File: src/rtl/uart_receiver.sv
// UART receive deserialiser: oversampled start/data/parity/stop framing, one done pulse per frame.
// Optional build macro UART_RX_MAJORITY_VOTE_EN enables 2-of-3 majority sampling of every bit.
module uart_receiver #(
  parameter int OVERSAMPLE  = 16,
  parameter int SYNC_STAGES = 2
) (
  input  logic       clk_i,
  input  logic       rst_i,
  input  logic       rx_i,
  input  logic       baud_rt_tick_i,
  input  logic [1:0] data_width_i,
  input  logic       parity_en_i,
  input  logic       stop_bits_i,
  output logic [7:0] data_rx_o,
  output logic       parity_o,
  output logic       frame_error_o,
  output logic       rx_done_o,
  output logic       is_receiving_o
);

  localparam int CNT_W = $clog2(OVERSAMPLE + 1);
  localparam logic [CNT_W-1:0] BIT_EVAL = CNT_W'(OVERSAMPLE - 1);
`ifdef UART_RX_MAJORITY_VOTE_EN
  // Start evaluation is shifted by one tick, which re-centres every later vote window.
  localparam logic [CNT_W-1:0] START_EVAL = CNT_W'(OVERSAMPLE / 2);
`else
  localparam logic [CNT_W-1:0] START_EVAL = CNT_W'(OVERSAMPLE / 2 - 1);
`endif

  typedef enum logic [2:0] {IDLE, START, DATA, PARITY, STOP, DONE} state_t;

  state_t                 state;
  logic [SYNC_STAGES-1:0] sync_q;
  logic                   rxs;
  logic [CNT_W-1:0]       cnt;
  logic [2:0]             idx;
  logic [7:0]             shift;
  logic                   par_q;
  logic                   err_q;
  logic                   stop_idx;
  logic [1:0]             cfg_width;
  logic                   cfg_par;
  logic                   cfg_stop;
  logic [CNT_W-1:0]       eval_pt;
  logic                   at_eval;
  logic                   bit_val;
  logic [2:0]             last_idx;
`ifdef UART_RX_MAJORITY_VOTE_EN
  logic [1:0]             votes;
`endif

  always_ff @(posedge clk_i or posedge rst_i) begin
    if (rst_i) sync_q <= '1;
    else       sync_q <= {sync_q[SYNC_STAGES-2:0], rx_i};
  end

  assign rxs      = sync_q[SYNC_STAGES-1];
  assign last_idx = 3'd4 + {1'b0, cfg_width};

  always_comb begin
    eval_pt = (state == START) ? START_EVAL : BIT_EVAL;
    at_eval = baud_rt_tick_i && (cnt == eval_pt);
`ifdef UART_RX_MAJORITY_VOTE_EN
    bit_val = (votes[0] & votes[1]) | (votes[0] & rxs) | (votes[1] & rxs);
`else
    bit_val = rxs;
`endif
  end

  always_ff @(posedge clk_i or posedge rst_i) begin
    if (rst_i) begin
      state          <= IDLE;
      cnt            <= '0;
      idx            <= '0;
      shift          <= '0;
      par_q          <= 1'b0;
      err_q          <= 1'b0;
      stop_idx       <= 1'b0;
      cfg_width      <= '0;
      cfg_par        <= 1'b0;
      cfg_stop       <= 1'b0;
      data_rx_o      <= '0;
      parity_o       <= 1'b0;
      frame_error_o  <= 1'b0;
      rx_done_o      <= 1'b0;
      is_receiving_o <= 1'b0;
`ifdef UART_RX_MAJORITY_VOTE_EN
      votes          <= '0;
`endif
    end else begin
      rx_done_o <= 1'b0;
      if (baud_rt_tick_i) cnt <= cnt + 1'b1;
`ifdef UART_RX_MAJORITY_VOTE_EN
      if (baud_rt_tick_i && state != IDLE) begin
        if (cnt == eval_pt - CNT_W'(2)) votes[0] <= rxs;
        if (cnt == eval_pt - CNT_W'(1)) votes[1] <= rxs;
      end
`endif
      case (state)
        IDLE: begin
          cnt <= '0;
          if (!rxs) begin
            state          <= START;
            is_receiving_o <= 1'b1;
            cfg_width      <= data_width_i;
            cfg_par        <= parity_en_i;
            cfg_stop       <= stop_bits_i;
          end
        end
        START: begin
          if (at_eval) begin
            cnt <= '0;
            if (!bit_val) begin
              state    <= DATA;
              idx      <= '0;
              shift    <= '0;
              par_q    <= 1'b0;
              err_q    <= 1'b0;
              stop_idx <= 1'b0;
            end else begin
              state          <= IDLE;
              is_receiving_o <= 1'b0;
            end
          end
        end
        DATA: begin
          if (at_eval) begin
            cnt        <= '0;
            shift[idx] <= bit_val;
            idx        <= idx + 3'd1;
            if (idx == last_idx) state <= cfg_par ? PARITY : STOP;
          end
        end
        PARITY: begin
          if (at_eval) begin
            cnt   <= '0;
            par_q <= bit_val;
            state <= STOP;
          end
        end
        STOP: begin
          if (at_eval) begin
            cnt <= '0;
            if (!bit_val) err_q <= 1'b1;
            if (cfg_stop && !stop_idx) begin
              stop_idx <= 1'b1;
            end else begin
              // Outputs are registered on entry so the pulse coincides with the DONE cycle.
              state          <= DONE;
              data_rx_o      <= shift;
              parity_o       <= par_q;
              frame_error_o  <= err_q | ~bit_val;
              rx_done_o      <= 1'b1;
              is_receiving_o <= 1'b0;
            end
          end
        end
        DONE: begin
          cnt   <= '0;
          state <= IDLE;
        end
        default: begin
          cnt   <= '0;
          state <= IDLE;
        end
      endcase
    end
  end

endmodule

File: config.mk
export PLATFORM = sky130hd
export DESIGN_NAME = uart_receiver
export DESIGN_NICKNAME = d
export VERILOG_FILES = /design/src/rtl/uart_receiver.sv
export SDC_FILE = /design/constraint.sdc
export NUM_CORES = 1
export LEC_CHECK = 0
export ABC_AREA = 1
export ABC_CLOCK_PERIOD_IN_PS = 2350
export CAP_MARGIN = 20
export CORE_ASPECT_RATIO = 0.75
export CORE_MARGIN = 5
export CORE_UTILIZATION = 60
export CTS_BUF_LIST = sky130_fd_sc_hd__clkbuf_4 sky130_fd_sc_hd__clkbuf_8
export CTS_CLUSTER_DIAMETER = 120
export DETAILED_ROUTE_END_ITERATION = 6
export PLACE_DENSITY = 0.83
export SYNTH_ARGS = -nofsm -noshare
export SYNTH_HDL_FRONTEND = slang
export SYNTH_SLANG_ARGS = --single-unit
File: constraint.sdc
create_clock -name clk_i -period 2.35 [get_ports clk_i]
set_input_delay 0.3525 -clock clk_i [delete_from_list [all_inputs] [get_ports clk_i]]
set_output_delay 0.3525 -clock clk_i [all_outputs]
set_load 0.1 [all_outputs]
==> reports/results.txt <==
Fill cells: 249
Sw Share: 34.87%
Drt pass-1 iters: 4
Largest net degree at the start of global routing: 41
ANT nets after route: 0
Initial Util: 61.46%
Setup TNS: 0 ns
ANT cells: 0
Logic pwr share: 29.7%
Slew headroom: 67.43%
CP peak stage delay: 0.40 ns
Detailed placer's ending HPWL: 2.655 mm
Tcrit/Tclk final: 76.07%
Top cell type's share of synthesized area: 47.38%
Compound-Gate Fraction of Synth Area: 11.16%
Area Overhead vs Synth: 16.65%
TritonCTS clock tree: done
Max-Cap Viols: 0
Die H: 60.09 um
M1 WL: 1.795 mm
WL met3: 207 um
Sequential cell area fraction in the yosys report: 50.00%
Sequential power share: 40.3%
Number of global-route vias before repair: 1501
Routed length on met2: 1.553 mm
Top-count cell post-synth: nand2_1
Area of the mapped netlist: 2007 um^2
Setup Skew: 0.005327 ns
Finish-stage setup viols: 0
IO buf count: 19
Worst setup SP type: register
Post-CTS Setup Inserts: 0
Main combinational cell family by area after synthesis: simple AND/OR/NAND/NOR gates
First-pass GRT wire length: 6.520 mm
RSZ-0062 raised after global routing: no
CTS Buffer Depth: 2
Max Fclk: 559.4 MHz
Clk_lat worst skew: 0.29 ns
Die Wd: 76.78 um
DR iter-0 viols: 126
Leak: 1.159 nW
Synthesis-stage register bit count: 40
Critical Path Slowest Stage Cell: dfrtp_1
# IOs: 20
GPL Wtd Cong: 0.9057
Final worst slack: 0.5625 ns
Post-synthesis simple-gate area fraction: 29.11%
Crit path cell chain: ha_1, nand2_1, nor2_1, nand3_4, nor2_4, o21ai_1, nand2_1, o21ai_1
Hold crit path type: register to register
Hold WS: 0.3600 ns
Final nets: 279
DP Worst Slack: 0.3382 ns
Crit. End Element: register
Status: finished clean
DR vias/cell: 5.094
Crit path max-delay family: simple AND/OR/NAND/NOR gates
Final Non-Filler Cells: 309
Synth warn: 0
Initial antenna violation count: 0
Worst VDD drop: 0.0007476 V
Crit path kind: register to register
Syn Nets: 254
Die Area: 4613 um^2
Largest cells by area after synthesis: dfrtp_1 47%, nand2_1 13%, nand3_1 6.0%, inv_1 4.5%, o21ai_2 4.4%
Hold-fix buffers, CTS: 0
Crit path buf inv count: 0
Syn Area/Cell: 8.225 um^2
Synth Area in Adders: 1.247%
Clock power frac: 30.0%
Num CTS Buffers: 5
Top_reg_cell synth: dfrtp_1
Max Slew Vio Count: 0
Synth top cells by count: 72 x nand2_1, 38 x dfrtp_1, 24 x inv_1, 24 x nand3_1, 21 x nor2_1
Cell count after synthesis: 244
Critical-path maximum fanout: 13
Clk slew on worst S/H paths: 0.08 ns
DR top layer: met4
Tot GR Track Use: 17.66%
Final routed DRC violation total: 0
Int Pwr: 0.001400 W
Required @ worst endpoint: 2.53 ns
Final Hold Vio Count: 0
CP arrival: 1.96 ns
Clk root buf: clkbuf_8
CTS Sinks: 40
Num rows: 18
Vias: 1574
Post-synth EDFFs: 0
PwrDens: 918.0 nW/um^2
H-tree Lvls: 2
Core area: 3266 um^2
Share of post-route cells with drive strength above 1: 18.96%
GRT Residual Overflow: 0
Post-CTS Resized: 0
Tmin final: 1.788 ns
Routed length per instance: 11.62 um
Sw Pwr: 0.0007493 W
XOR/XNOR Fraction of Synth Area: 1.309%
Drt total wl: 3.591 mm
Area leader, netlist: dfrtp_1
Netlist cell types: 28
FFs w/ async S/R, synth: 100.0%
Placed Cells: 302
Worst slew pin tran: 0.4886 ns
Post-synthesis mux area share: 0.5611%
-- stage by stage --
| step | instance area [um^2] | power [W] | utilization (%) |
|---|---|---|---|
| 3_3_place_gp | 2212 | 0.001504 | 67.74 |
| 6_report | 2341 | 0.002149 | 71.69 |
| 2_1_floorplan | 2007 | 0.001380 | - |
| 4_1_cts | 2341 | 0.002165 | 71.69 |
| 3_5_place_dp | 2212 | 0.001517 | 67.74 |
| 5_1_grt | 2341 | 0.002299 | 71.69 |
-- metal layers --
layer | global-route usage, % | vias to the layer above
met5 | 0 | -
met1 | 23.46 | 699
li1 | - | 835
met2 | 28.05 | 36
met4 | 5.985 | 0
met3 | 5.120 | 4
-- kinds of logic after synthesis --
group                    after synthesis
adder cells (fa/ha/maj)                2
buffers and inverters                 32
XOR/XNOR                               3
flip-flops                            40
AND/OR/NAND/NOR                      130
AO/OA/AOI/OAI                         36
multiplexers                           1
-- final cells by class --
class	count	area, um^2	area share (%)
Sequential cell	40	1003	42.86
Multi-Input combinational cell	172	870.8	37.20
Timing Repair Buffer	22	182.7	7.803
Inverter	28	105.1	4.490
Clock buffer	5	68.82	2.940
Clock inverter	2	60.06	2.565
Tap cell	40	50.05	2.138
-- state kept, by name, summed over array words and instances (netlist names), 2 cells and up --
signal and count:
cfg_width 2, cnt 5, data_rx_o 8, idx 3
shift 8, state 3, sync_q 2
-- power groups by stage --
stage	clock (W)	combinational (W)	sequential, W
6_report	0.000645	0.000638	0.000866
5_1_grt	0.000683	0.000734	0.000883
4_1_cts	0.000658	0.000642	0.000866
3_5_place_dp	0	0.000638	0.000879
3_3_place_gp	0	0.000629	0.000875
2_1_floorplan	0	0.000457	0.000923
-- cells in the final DEF, fill, tap and decap left out, types with 4 or more instances in the layout --
cell type / n
buf_4: 15
nand2_1: 72
clkdlybuf4s50_1: 7
inv_1: 24
clkbuf_8: 5
o21ai_1: 7
o21ai_2: 10
dfrtp_1: 38
o21ai_0: 11
nor2_1: 21
nand3_1: 24
nor2_2: 4
a21oi_1: 5
-- final timing paths --
check | from | slack, ns | to | depth (start not counted)
max in group asynchronous | rst_i | 1.50 | sync_q[0] | 3
max | cnt[0] | 0.56 | shift[3] | 8
min | sync_q[0] | 0.36 | sync_q[1] | 0
max reg2reg | cnt[0] | 0.56 | shift[3] | 8
min reg2reg | sync_q[0] | 0.36 | sync_q[1] | 0
min in group asynchronous | rst_i | 0.48 | cnt[1] | 3
Power figures use the tool's default switching activity.
